--- config.mk ---
export PLATFORM = sky130hd
export DESIGN_NAME = uart_apb_if
export DESIGN_NICKNAME = d
export VERILOG_FILES = /design/src/rtl/uart_apb_pkg.sv /design/src/rtl/uart_txf.sv /design/src/rtl/uart_apb_if.sv
export SDC_FILE = /design/constraint.sdc
export NUM_CORES = 1
export LEC_CHECK = 0
export ABC_AREA = 0
export ABC_CLOCK_PERIOD_IN_PS = 2800
export BUFFER_PORTS_ARGS = -buffer_cell sky130_fd_sc_hd__buf_2
export CELL_PAD_IN_SITES_DETAIL_PLACEMENT = 0
export CELL_PAD_IN_SITES_GLOBAL_PLACEMENT = 1
export CORE_AREA = 2 2 95 97
export CTS_BUF_LIST = sky130_fd_sc_hd__clkbuf_8
export CTS_CLUSTER_SIZE = 16
export DETAILED_ROUTE_END_ITERATION = 8
export DIE_AREA = 0 0 97 99
export MAX_ROUTING_LAYER = met4
export PLACE_DENSITY = 0.82
export SETUP_SLACK_MARGIN = 0.1
export SYNTH_ARGS = -nofsm -noshare
export SYNTH_HDL_FRONTEND = slang
export SYNTH_SLANG_ARGS = --single-unit
--- constraint.sdc ---
create_clock -name clk -period 2.8 [get_ports clk]
set_clock_uncertainty 0.1 [all_clocks]
set_input_delay 0.28 -clock clk [delete_from_list [all_inputs] [get_ports clk]]
set_output_delay 0.28 -clock clk [all_outputs]
set_load 0.05 [all_outputs]
--- src/rtl/uart_apb_pkg.sv ---
// uart_apb_pkg: shared constants for the UART APB register block.
// Register offsets, STATUS bit indices, CFG reset value, feed FSM states.
package uart_apb_pkg;

   localparam logic [3:0] OFF_TXDATA = 4'h0;
   localparam logic [3:0] OFF_RXDATA = 4'h4;
   localparam logic [3:0] OFF_CFG    = 4'h8;
   localparam logic [3:0] OFF_STATUS = 4'hC;

   localparam int ST_TXF_FULL   = 0;
   localparam int ST_TXF_EMPTY  = 1;
   localparam int ST_TX_BUSY    = 2;
   localparam int ST_RX_VALID   = 3;
   localparam int ST_RX_OVERRUN = 4;
   localparam int ST_PARITY_ERR = 5;

   localparam logic [4:0] CFG_RST = 5'b00011;

   typedef enum logic [1:0] {
      IDLE,
      LAUNCH,
      WAIT_BUSY,
      WAIT_DONE
   } feed_state_t;

endpackage

--- src/rtl/uart_txf.sv ---
// uart_txf: synchronous byte FIFO with count-based full/empty.
// Head is visible on rdata; pushes when full and pops when empty are ignored.
module uart_txf #(
   parameter int DEPTH = 4
) (
   input  logic       clk,
   input  logic       rst_n,
   input  logic       push,
   input  logic [7:0] wdata,
   input  logic       pop,
   output logic [7:0] rdata,
   output logic       full,
   output logic       empty
);

   localparam int AW = $clog2(DEPTH);

   logic [7:0]    mem [DEPTH];
   logic [AW-1:0] wptr;
   logic [AW-1:0] rptr;
   logic [AW:0]   cnt;
   logic          do_push;
   logic          do_pop;

   assign full    = (cnt == (AW+1)'(DEPTH));
   assign empty   = (cnt == '0);
   assign do_push = push & ~full;
   assign do_pop  = pop & ~empty;
   assign rdata   = mem[rptr];

   // storage write; contents need no reset since count gates visibility
   always_ff @(posedge clk) begin
      if (do_push) begin
         mem[wptr] <= wdata;
      end
   end

   // pointers and occupancy count
   always_ff @(posedge clk) begin
      if (!rst_n) begin
         wptr <= '0;
         rptr <= '0;
         cnt  <= '0;
      end else begin
         if (do_push) wptr <= wptr + 1'b1;
         if (do_pop)  rptr <= rptr + 1'b1;
         case ({do_push, do_pop})
            2'b10:   cnt <= cnt + 1'b1;
            2'b01:   cnt <= cnt - 1'b1;
            default: cnt <= cnt;
         endcase
      end
   end

endmodule

--- src/rtl/uart_apb_if.sv ---
// uart_apb_if: APB3 register front-end for uart_top with TX FIFO feed FSM.
// Define UART_APB_PSLVERR_EN to flag illegal accesses on pslverr_out.
module uart_apb_if #(
   parameter int TXF_DEPTH = 4,
   parameter int ADDR_W    = 4
) (
   input  logic              clk,
   input  logic              rst_n,
   input  logic              psel_in,
   input  logic              penable_in,
   input  logic              pwrite_in,
   input  logic [ADDR_W-1:0] paddr_in,
   input  logic [31:0]       pwdata_in,
   output logic [31:0]       prdata_out,
   output logic              pready_out,
   output logic              pslverr_out,
   output logic [7:0]        tx_data_out,
   output logic [4:0]        cfg_reg_out,
   output logic              start_tx_out,
   input  logic              tx_busy_in,
   input  logic              tx_done_in,
   input  logic              rx_done_in,
   input  logic              parity_error_in,
   input  logic [7:0]        rx_data_in
);

   import uart_apb_pkg::*;

   feed_state_t state;
   feed_state_t state_nxt;

   logic        access;
   logic        rd_acc;
   logic        wr_acc;
   logic        mapped;
   logic [3:0]  off;
   logic        sel_tx;
   logic        sel_rx;
   logic        sel_cfg;
   logic        sel_st;
   logic        wr_tx;
   logic        wr_cfg;
   logic        wr_st;
   logic        rd_rx;
   logic        push;
   logic        pop;
   logic        txf_full;
   logic        txf_empty;
   logic [7:0]  txf_head;
   logic [7:0]  tx_data;
   logic [4:0]  cfg;
   logic [7:0]  rx_data;
   logic        rx_valid;
   logic        rx_overrun;
   logic        parity_err;
   logic [31:0] status;
   logic        err_acc;
   logic        unused_bits;

   assign access  = psel_in & penable_in;
   assign rd_acc  = access & ~pwrite_in;
   assign wr_acc  = access & pwrite_in;
   assign off     = {paddr_in[3:2], 2'b00};
   assign mapped  = ((paddr_in >> 4) == '0);
   assign sel_tx  = mapped & (off == OFF_TXDATA);
   assign sel_rx  = mapped & (off == OFF_RXDATA);
   assign sel_cfg = mapped & (off == OFF_CFG);
   assign sel_st  = mapped & (off == OFF_STATUS);
   assign wr_tx   = wr_acc & sel_tx;
   assign wr_cfg  = wr_acc & sel_cfg;
   assign wr_st   = wr_acc & sel_st;
   assign rd_rx   = rd_acc & sel_rx;
   assign push    = wr_tx & ~txf_full;

   assign pready_out   = 1'b1;
   assign tx_data_out  = tx_data;
   assign cfg_reg_out  = cfg;

   uart_txf #(
      .DEPTH (TXF_DEPTH)
   ) u_txf (
      .clk   (clk),
      .rst_n (rst_n),
      .push  (push),
      .wdata (pwdata_in[7:0]),
      .pop   (pop),
      .rdata (txf_head),
      .full  (txf_full),
      .empty (txf_empty)
   );

   // feed FSM state register
   always_ff @(posedge clk) begin
      if (!rst_n) state <= IDLE;
      else        state <= state_nxt;
   end

   // feed FSM next state, FIFO pop and launch pulse
   always_comb begin
      state_nxt    = state;
      pop          = 1'b0;
      start_tx_out = 1'b0;
      unique case (state)
         IDLE: begin
            if (!txf_empty && !tx_busy_in) begin
               pop       = 1'b1;
               state_nxt = LAUNCH;
            end
         end
         LAUNCH: begin
            start_tx_out = 1'b1;
            state_nxt    = WAIT_BUSY;
         end
         WAIT_BUSY: begin
            if (tx_busy_in) state_nxt = WAIT_DONE;
         end
         WAIT_DONE: begin
            if (!tx_busy_in || tx_done_in) state_nxt = IDLE;
         end
         default: state_nxt = IDLE;
      endcase
   end

   // launch byte holds until the next pop
   always_ff @(posedge clk) begin
      if (!rst_n)   tx_data <= '0;
      else if (pop) tx_data <= txf_head;
   end

   // line configuration register
   always_ff @(posedge clk) begin
      if (!rst_n)      cfg <= CFG_RST;
      else if (wr_cfg) cfg <= pwdata_in[4:0];
   end

   // receive capture, sticky error flags; set events beat clears
   always_ff @(posedge clk) begin
      if (!rst_n) begin
         rx_data    <= '0;
         rx_valid   <= 1'b0;
         rx_overrun <= 1'b0;
         parity_err <= 1'b0;
      end else begin
         if (rx_done_in) begin
            rx_data  <= rx_data_in;
            rx_valid <= 1'b1;
         end else if (rd_rx) begin
            rx_valid <= 1'b0;
         end
         if (rx_done_in && rx_valid && !rd_rx) begin
            rx_overrun <= 1'b1;
         end else if (wr_st && pwdata_in[ST_RX_OVERRUN]) begin
            rx_overrun <= 1'b0;
         end
         if (rx_done_in && parity_error_in) begin
            parity_err <= 1'b1;
         end else if (wr_st && pwdata_in[ST_PARITY_ERR]) begin
            parity_err <= 1'b0;
         end
      end
   end

   // STATUS word assembly
   always_comb begin
      status                = '0;
      status[ST_TXF_FULL]   = txf_full;
      status[ST_TXF_EMPTY]  = txf_empty;
      status[ST_TX_BUSY]    = tx_busy_in;
      status[ST_RX_VALID]   = rx_valid;
      status[ST_RX_OVERRUN] = rx_overrun;
      status[ST_PARITY_ERR] = parity_err;
   end

   // read mux, driven only during a mapped read access
   always_comb begin
      prdata_out = '0;
      if (rd_acc && mapped) begin
         case (off)
            OFF_RXDATA: prdata_out = {24'b0, rx_data};
            OFF_CFG:    prdata_out = {27'b0, cfg};
            OFF_STATUS: prdata_out = status;
            default:    prdata_out = '0;
         endcase
      end
   end

   assign err_acc = (wr_tx & txf_full)
                  | (wr_acc & sel_rx)
                  | (rd_acc & sel_tx)
                  | (access & ~mapped);

`ifdef UART_APB_PSLVERR_EN
   assign pslverr_out = err_acc;
`else
   assign pslverr_out = 1'b0;
`endif

   assign unused_bits = ^{pwdata_in[31:8], paddr_in[1:0], err_acc};

endmodule

**After elaboration in Yosys (flattened, before gate mapping)**

Memory sizes are Yosys's and may differ from the RTL's. A register that Yosys moved wholly into a read port is not among the register bits.
Cells that the tools add are included.

- Memories: 1
- Word-level logic and storage cells: 76
- Register bits: 25
- Bits in writable memories: 32
- Memory bits (read-only): 0
- Latch bits: 0

- Div/mod/pow operators: 0
- Multipliers: 0
- Mux-type cells: 18
- Bitwise logic cells: 13
- Equality and inequality tests: 12
- Order comparisons: 0
- Reductions and logical operators: 19
- Shift-type cells: 0
- $add $sub $neg: 4

Memory list:

| name | depth | width | rd ports | clocked after Yosys merged registers in | write ports | line | text |
|---|---|---|---|---|---|---|---|
| u_txf.mem | 4 | 8 | 1 | 1 | 1 | uart_txf.sv:18 | `logic [7:0] mem [DEPTH];` |

Operators with widths:

| kind | count |
|---|---|
| $pmux W8 S3 | 1 |
| $mux W1 | 11 |
| $and A1 B1 Y1 | 10 |
| $eq A2 B2 Y1 const B | 5 |
| $mux W8 | 1 |
| $pmux W2 S4 | 1 |
| $reduce_bool A2 Y1 | 4 |
| $eq A2 B1 Y1 const B | 3 |
| $logic_and A1 B1 Y1 | 6 |
| $mux W2 | 3 |
| $ne A2 B2 Y1 const B | 3 |
| $pmux W3 S2 | 1 |
| $add A2 B1 Y2 const B | 2 |
| $logic_not A1 Y1 | 4 |
| $logic_not A4 Y1 | 1 |
| $add A3 B1 Y3 const B | 1 |
| $eq A3 B3 Y1 const B | 1 |
| $logic_not A3 Y1 | 1 |
| $not A1 Y1 | 3 |
| $reduce_and A3 Y1 | 1 |
| $sub A3 B1 Y3 const B | 1 |
| $logic_not A2 Y1 | 1 |
| $logic_or A1 B1 Y1 | 1 |

**Longest topological paths before layout**

Gate-level depths: netlist (run 1).

- Word-level depth: 8
- Depth in mapped cells: 11
- Depth with buffers taken out: 10

**Hierarchy**

A second synthesis (run 1) with hierarchy kept.

- Cells, all modules: 260
- Area, all modules: 3186.8 um^2

Modules (own cells, without submodules):

| module | area each (um^2) | cells an instance | instances | sequential area each (um^2) |
|---|---|---|---|---|
| uart_txf | 1644.1 | 96 | 1 | 1141.1 |
| uart_apb_if | 1542.7 | 164 | 1 | 520.5 |

**Least setup slack after synthesis (run 1)**

OpenSTA, ideal clock, no wires.

- Kind: register -> register
- From: register state[0]
- To: register u_txf.cnt[2]
- Arrival time: 2.232 ns
- Setup slack: 0.392 ns
- Buffers on the path: 1
- Cell stages (with the launch flop): 12
- Required time: 2.624 ns
- Period minus slack after synthesis: 2.408 ns
- Cells stage by stage: dfxtp_1 > inv_1 > ha_1 > inv_1 > nor3_2 > buf_2 > ha_1 > inv_1 > fa_1 > xor2_1 > or3_1 > a21boi_0

- Word-level cells in the longest chain between the ends: 5

Ends and longest elaborated chain:

| what | line | text |
|---|---|---|
| start: declaration | uart_apb_if.sv:29 | `feed_state_t state;` |
| start signal: assignment | uart_apb_if.sv:95 | `else state <= state_nxt;` |
| $logic_not A2 Y1 * | uart_apb_if.sv:103 | `unique case (state)` |
| $mux W1 * | uart_apb_if.sv:103 |  |
| $and A1 B1 Y1 * | uart_txf.sv:28 | `assign do_pop = pop & ~empty;` |
| via u_txf.do_pop | uart_txf.sv:23 | `logic do_pop;` |
| $eq A2 B1 Y1 / $eq A2 B2 Y1 (equally long branches) | uart_txf.sv:47 | `case ({do_push, do_pop})` |
| $pmux W3 S2 / $reduce_bool A2 Y1 (equally long branches) | n/a |  |
| end signal: assignment | uart_txf.sv:48 | `2'b10: cnt <= cnt + 1'b1;` |
| end signal: assignment | uart_txf.sv:49 | `2'b01: cnt <= cnt - 1'b1;` |
| end signal: assignment | uart_txf.sv:50 | `default: cnt <= cnt;` |
| end: declaration | uart_txf.sv:21 | `logic [AW:0] cnt;` |

The timed path passes the listed nets; every way through them passes the cells marked *.
A chain may end at the register's enable or synchronous reset.

**Final worst setup path (run 1)**

- From: register u_txf.cnt[2]
- To: register u_txf.cnt[2]

- Word-level cells in the longest chain between the ends: 8

Ends and longest elaborated chain:

| what | line | text |
|---|---|---|
| $logic_not A3 Y1 | uart_txf.sv:26 | `assign empty = (cnt == '0);` |
| $logic_not A1 Y1 | uart_apb_if.sv:105 | `if (!txf_empty && !tx_busy_in) begin` |
| $logic_and A1 B1 Y1 | uart_apb_if.sv:105 |  |
| $mux W1 | uart_apb_if.sv:105 |  |
| $mux W1 | uart_apb_if.sv:103 |  |
| $and A1 B1 Y1 | uart_txf.sv:28 |  |
| $eq A2 B1 Y1 / $eq A2 B2 Y1 (equally long branches) | uart_txf.sv:47 |  |
| $pmux W3 S2 / $reduce_bool A2 Y1 (equally long branches) | n/a |  |

Parallel ways exist; a longest one is shown, timed or not.

==> results.py, run 1 <==
metrics = {
    "logic_synthesis": {
        "yosys-top-cells-count": "dfxtp_1, edfxtp_1, buf_4",
        "yosysMostFrequentCell": "dfxtp_1",
        "synth_top_area_share": 0.316,
        "yosysWarnings": 0,
        "seq_area_frac_synth": 0.532,
        "syn_inst": 251,
        "syn_avg_cell_area_um2": 12.1,
        "synth.distinct_cells": 40,
        "synth_edf_count": 32,
        "ys_top_cells_by_area": "edfxtp_1, dfxtp_1, buf_4, mux4_2, mux2i_1",
        "synth_area_mm2": 0.00305,
        "async_flop_share": 0,
        "yosysTopAreaCell": "edfxtp_1",
        "ys_ff_latch": 65,
        "dominantRegCellSynth": "dfxtp_1",
    },
    "clock_tree": {
        "cts_sinks": 65,
        "cts_resized": 0,
        "hold_buffers": 0,
        "root_buffer": "clkbuf_8",
        "htree_levels": 3,
        "numCtsBuffers": 9,
        "post_cts_buffers": 0,
        "path_clk_slew_ns": 0.07,
        "cts_tree": "done",
        "clock_path_buffers": 2,
        "clk_latency_ns": 0.33,
    },
    "global_routing": {
        "grt_pass1_vias": 1850,
        "grt_usage": 0.124,
        "grt_first_pass_wirelength_um": 8990,
        "grt_overflow": 0,
        "antenna_found_initial": 0,
        "grt_max_degree": 38,
    },
    "placement": {
        "gp_congestion": 0.788,
        "dpl_cell_area_mm2": 0.00328,
        "hpwlAfterDp_um": 3880,
        "portBuffers": 48,
    },
    "timing": {
        "min_period_ns": 2.43,
        "min_period_over_period": 0.867,
        "rsz0062_at_grt": "false",
        "finalSetupViolations": 0,
        "slew_violations": 0,
        "whs_ns": 0.0659,
        "slew-limit-headroom": 0.569,
        "fmaxAchievable_ghz": 0.412,
        "worst_slew_pin_slew_ns": 0.645,
        "fin_tns_setup_ns": 0,
        "hold_viol_final": 0,
    },
    "critical_path": {
        "ff2ff_path_depth": 9,
        "start_kind": "flop",
        "r2r-start": "u_txf.cnt[2]",
        "worst-path-buf-inv": 2,
        "cpMostUsedCell": "inv_1",
        "cp.required_ns": 2.95,
        "worstSetupPathType": "flop to flop",
        "max_stage_delay_ns": 0.43,
        "reg2reg_setup_slack_ns": 0.37,
        "endpoint_kind": "flop",
        "setup.worst_path.start": "u_txf.cnt[2]",
        "worstReg2RegEnd": "u_txf.cnt[2]",
        "worstPathCellList": "nor3b_1 > nor4_4 > inv_1 > ha_1 > inv_1 > fa_1 > xor2_1 > or3_1 > a21boi_0",
        "crit_path_top_delay_cell": "nor3b_1",
        "cp_top_family": "simple AND/OR/NAND/NOR gates",
        "crit_fanout": 8,
        "arrival_ns": 2.58,
    },
    "layout": {
        "drive_gt1_frac": 0.260,
        "fillers": 836,
        "antenna_cells": 0,
        "areaGrowthSynthToFinish_pct": 15.1,
        "final_cell_area_mm2": 0.00350,
        "nets": 362,
    },
    "detailed_routing": {
        "drt_first_pass_iters": 4,
        "postRouteAntennaNets": 0,
        "avgViaCountPerCell": 4.60,
        "drc_errors": 0,
        "vias": 1895,
        "wl_um": 5650,
        "wl_per_cell_um": 13.7,
        "drt_first_iter_violations": 102,
    },
    "worst_hold_path": {
        "hp-start": "pwdata_in[7]",
        "hold-path-cell-count": 1,
        "holdPathEnd": "u_txf.mem[1][7]",
        "hold_path_class": "input port to flop",
    },
    "floorplan": {
        "initial_core_util": 0.356,
        "die-area_mm2": 0.00960,
        "fp-row-count": 34,
        "die_height_um": 99,
        "io_pins": 101,
        "die_x_um": 97,
        "core_mm2": 0.00855,
    },
    "power_and_ir_drop": {
        "ir_drop_mv": 0.286,
        "powerDensity_mw_per_mm2": 615,
        "leakagePower_nw": 1.40,
    },
    "outcome": {
        "run_status": "finished clean",
    },
    "run": {
        "maxCapViolCount": 0,
    },
}
-- metrics by stage --
step | instances | worst slack, ns | total power [mW] | util
after floorplan | 275 | 0.392 | 1.28 | -
after global placement | 396 | 0.445 | 1.30 | 0.384
after detailed placement | 396 | 0.356 | 1.31 | 0.384
after CTS | 412 | 0.328 | 2.17 | 0.410
after global routing | 412 | 0.166 | 2.23 | 0.410
final | 412 | 0.372 | 2.15 | 0.410
-- final cells by class --
class | count | area (um^2) | share of cell area
Sequential cell | 65 | 1620 | 0.463
Multi-Input combinational cell | 163 | 1230 | 0.352
Timing Repair Buffer | 50 | 255 | 0.0728
Clock buffer | 11 | 151 | 0.0432
Tap cell | 108 | 135 | 0.0386
Clock inverter | 5 | 71.3 | 0.0203
Inverter | 10 | 37.5 | 0.0107
-- worst max path at each step --
| stage | endpoint | cells past startpoint | slack (ns) |
|---|---|---|---|
| floorplan | u_txf.cnt[2] | 11 | 0.39 |
| global placement | u_txf.cnt[2] | 9 | 0.44 |
| detailed placement | u_txf.cnt[2] | 9 | 0.36 |
| CTS | u_txf.cnt[2] | 9 | 0.33 |
| global route | u_txf.cnt[2] | 9 | 0.17 |
| finish | u_txf.cnt[2] | 9 | 0.37 |
-- logic make-up after synthesis --
| kind of cell | share of synthesized area |
|---|---|
| compound gates | 0.0657 |
| xor+xnor | 0.0115 |
| fa+ha+maj | 0.0436 |
| buf+inv | 0.0924 |
| flops | 0.532 |
| mux | 0.123 |
| other cells | 0.00247 |
| simple gates | 0.129 |
-- power breakdown --
part | total [mW] | switching, mW | internal [mW] | leakage (nW)
clock | 0.871 | 0.330 | 0.541 | 0.120
sequential | 1.04 | 0.0175 | 1.02 | 0.557
combinational | 0.249 | 0.179 | 0.0700 | 0.727
total | 2.15 | 0.526 | 1.63 | 1.40
-- sequential cells by signal, summed over array words and instances (netlist names) --
signal       flops
u_txf.mem       32
state            2
tx_data_out      8
rx_valid         1
rx_overrun       1
u_txf.wptr       2
cfg_reg_out      5
u_txf.cnt        3
parity_err       1
rx_data          8
u_txf.rptr       2
-- layout by cell type, fill, tap and decap left out, drive strengths merged, types with 2 or more instances in the layout --
| master | count |
|---|---|
| mux2i | 16 |
| a21boi | 2 |
| o2bb2ai | 8 |
| xor2 | 2 |
| bufinv | 2 |
| nor3 | 2 |
| dfxtp | 33 |
| nor2b | 12 |
| nand2b | 2 |
| o21ai | 5 |
| mux4 | 8 |
| xnor2 | 2 |
| a22oi | 3 |
| nand2 | 20 |
| inv | 12 |
| o211a | 2 |
| nand3 | 5 |
| edfxtp | 32 |
| mux2 | 3 |
| clkbuf | 11 |
| nor2 | 7 |
| and2 | 11 |
| buf | 50 |
| conb | 26 |
| nor3b | 4 |
| a21oi | 5 |
| ha | 9 |
-- routing by layer --
layer	GRT usage	routed length, um	vias to the layer above
met5	-	0	-
met2	0.215	2870	68
met4	0.0520	80	0
met1	0.135	2450	896
met3	0.0319	253	7
li1	-	-	924
Note: power is estimated with default switching activity, not from simulation.
==> run 2: changes to the inputs <==
--- a/config.mk
+++ b/config.mk
@@ -7,16 +7,16 @@
 export LEC_CHECK = 0
 export ABC_AREA = 0
 export ABC_CLOCK_PERIOD_IN_PS = 2800
-export BUFFER_PORTS_ARGS = -buffer_cell sky130_fd_sc_hd__buf_2
+export BUFFER_PORTS_ARGS = -buffer_cell sky130_fd_sc_hd__buf_4
 export CELL_PAD_IN_SITES_DETAIL_PLACEMENT = 0
 export CELL_PAD_IN_SITES_GLOBAL_PLACEMENT = 1
-export CORE_AREA = 2 2 95 97
+export CORE_AREA = 2 2 91 93
 export CTS_BUF_LIST = sky130_fd_sc_hd__clkbuf_8
 export CTS_CLUSTER_SIZE = 16
 export DETAILED_ROUTE_END_ITERATION = 8
-export DIE_AREA = 0 0 97 99
+export DIE_AREA = 0 0 93 95
 export MAX_ROUTING_LAYER = met4
-export PLACE_DENSITY = 0.82
+export PLACE_DENSITY = 0.87
 export SETUP_SLACK_MARGIN = 0.1
 export SYNTH_ARGS = -nofsm -noshare
 export SYNTH_HDL_FRONTEND = slang
==> results.py, run 2 (synthesized netlist as in run 1, its figures left out) <==
metrics = {
    "timing": {
        "min_period_ns": 2.49,
        "setup_ws_ns": 0.309,
        "fmaxAchievable_ghz": 0.401,
        "finalSetupViolations": 0,
        "fin_tns_setup_ns": 0,
        "hold_viol_final": 0,
        "min_period_over_period": 0.890,
        "slew-limit-headroom": 0.576,
        "slew_violations": 0,
        "worst_slew_pin_slew_ns": 0.636,
        "rsz0062_at_grt": "false",
    },
    "placement": {
        "portBuffers": 48,
        "dpl_cell_area_mm2": 0.00339,
        "hpwlAfterDp_um": 3940,
        "gp_congestion": 0.775,
        "dp_slack_ns": 0.328,
    },
    "detailed_routing": {
        "drt_first_pass_iters": 4,
        "drc_errors": 0,
        "avgViaCountPerCell": 4.61,
        "wl_per_cell_um": 13.3,
        "drt_first_iter_violations": 48,
        "postRouteAntennaNets": 0,
        "wl_um": 5410,
        "vias": 1880,
    },
    "critical_path": {
        "arrival_ns": 2.65,
        "worstPathCellList": "nor3b_1 > nor4_4 > inv_1 > ha_1 > inv_1 > fa_1 > xor2_1 > or3_1 > a21boi_0",
        "worstSetupPathType": "flop to flop",
        "crit_path_top_delay_cell": "nor3b_1",
        "start_kind": "flop",
        "worst-path-buf-inv": 2,
        "cp_top_family": "simple AND/OR/NAND/NOR gates",
        "endpoint_kind": "flop",
        "max_stage_delay_ns": 0.50,
        "cpMostUsedCell": "inv_1",
        "cp.required_ns": 2.96,
        "crit_fanout": 8,
    },
    "clock_tree": {
        "clock_path_buffers": 2,
        "path_clk_slew_ns": 0.07,
        "cts_sinks": 65,
        "post_cts_buffers": 0,
        "hold_buffers": 0,
        "root_buffer": "clkbuf_8",
        "cts_resized": 0,
        "htree_levels": 3,
        "numCtsBuffers": 9,
        "cts_tree": "done",
        "clk_latency_ns": 0.33,
    },
    "layout": {
        "antenna_cells": 0,
        "final_cell_area_mm2": 0.00355,
        "nets": 361,
        "mostFrequentLayoutCells": "buf_4, dfxtp_1, edfxtp_1, conb_1, nand2_1",
        "largest_register_ffs": 32,
        "fillers": 744,
        "drive_gt1_frac": 0.257,
        "layout_commonest_cell": "buf_4",
        "areaGrowthSynthToFinish_pct": 16.7,
        "registers.top_by_ff_count": "u_txf.mem",
    },
    "floorplan": {
        "die-area_mm2": 0.00884,
        "initial_core_util": 0.384,
        "fp-row-count": 33,
        "die_height_um": 95,
        "io_pins": 101,
        "die_x_um": 93,
        "core_mm2": 0.00793,
    },
    "power_and_ir_drop": {
        "leakagePower_nw": 1.39,
        "powerDensity_mw_per_mm2": 549,
        "ir_drop_mv": 0.330,
    },
    "global_routing": {
        "grt_max_degree": 39,
        "antenna_found_initial": 0,
        "grt_pass1_vias": 1851,
        "grt_first_pass_wirelength_um": 8980,
        "grt_overflow": 0,
        "grt_usage": 0.138,
    },
    "run": {
        "maxCapViolCount": 0,
    },
    "worst_hold_path": {
        "hold_path_class": "input port to flop",
    },
    "outcome": {
        "run_status": "finished clean",
    },
}
## run 2: changes by cell type in the layout (fill, tap and decap cells not counted), sizes merged
cell      previous run  this run
clkbuf              11         9
buf                 50        49
bufinv               2         0
clkinv               1         3
clkinvlp             0         2
## run 2: per-layer routing
metal  wire (um)  vias to the layer above  track usage
met5           0                        -            -
met4          85                        0       0.0699
met3         278                        9       0.0295
met2        2700                       67        0.221
met1        2350                      886        0.167
li1            -                      918            -
## run 2: path summary, 6_finish.rpt
check	to	depth (start not counted)	slack, ns	from
worst min register to register	tx_data_out[0]	2	0.36	tx_data_out[0]
worst max-delay path	u_txf.cnt[2]	9	0.31	u_txf.cnt[2]
worst max register to register	u_txf.cnt[2]	9	0.31	u_txf.cnt[2]
worst min-delay path	u_txf.mem[2][6]	1	0.05	pwdata_in[6]
## run 2: where the power goes
part | switching [mW] | internal, mW | total, mW
clock | 0.344 | 0.311 | 0.655
combinational | 0.177 | 0.0841 | 0.261
sequential | 0.0172 | 1.02 | 1.03
## run 2: area by class of cell
cell class                 instances  area [um^2]  area share
clock inverter                     7         40.0      0.0113
clock buffer                       9          124      0.0348
timing repair buffer              49          368       0.103
multi-input combinational        163         1230       0.347
tap                              105          131      0.0370
sequential                        65         1620       0.456
inverter                          10         37.5      0.0106
## run 2: through the flow
stage	power [mW]	instances	utilization	hold WS, ns
floorplan	1.28	275	-	0.279
global placement	1.31	392	0.428	0.352
detailed placement	1.32	392	0.428	0.355
CTS	1.97	408	0.448	0.0301
global route	2.03	408	0.448	0.0288
finish	1.95	408	0.448	0.0478
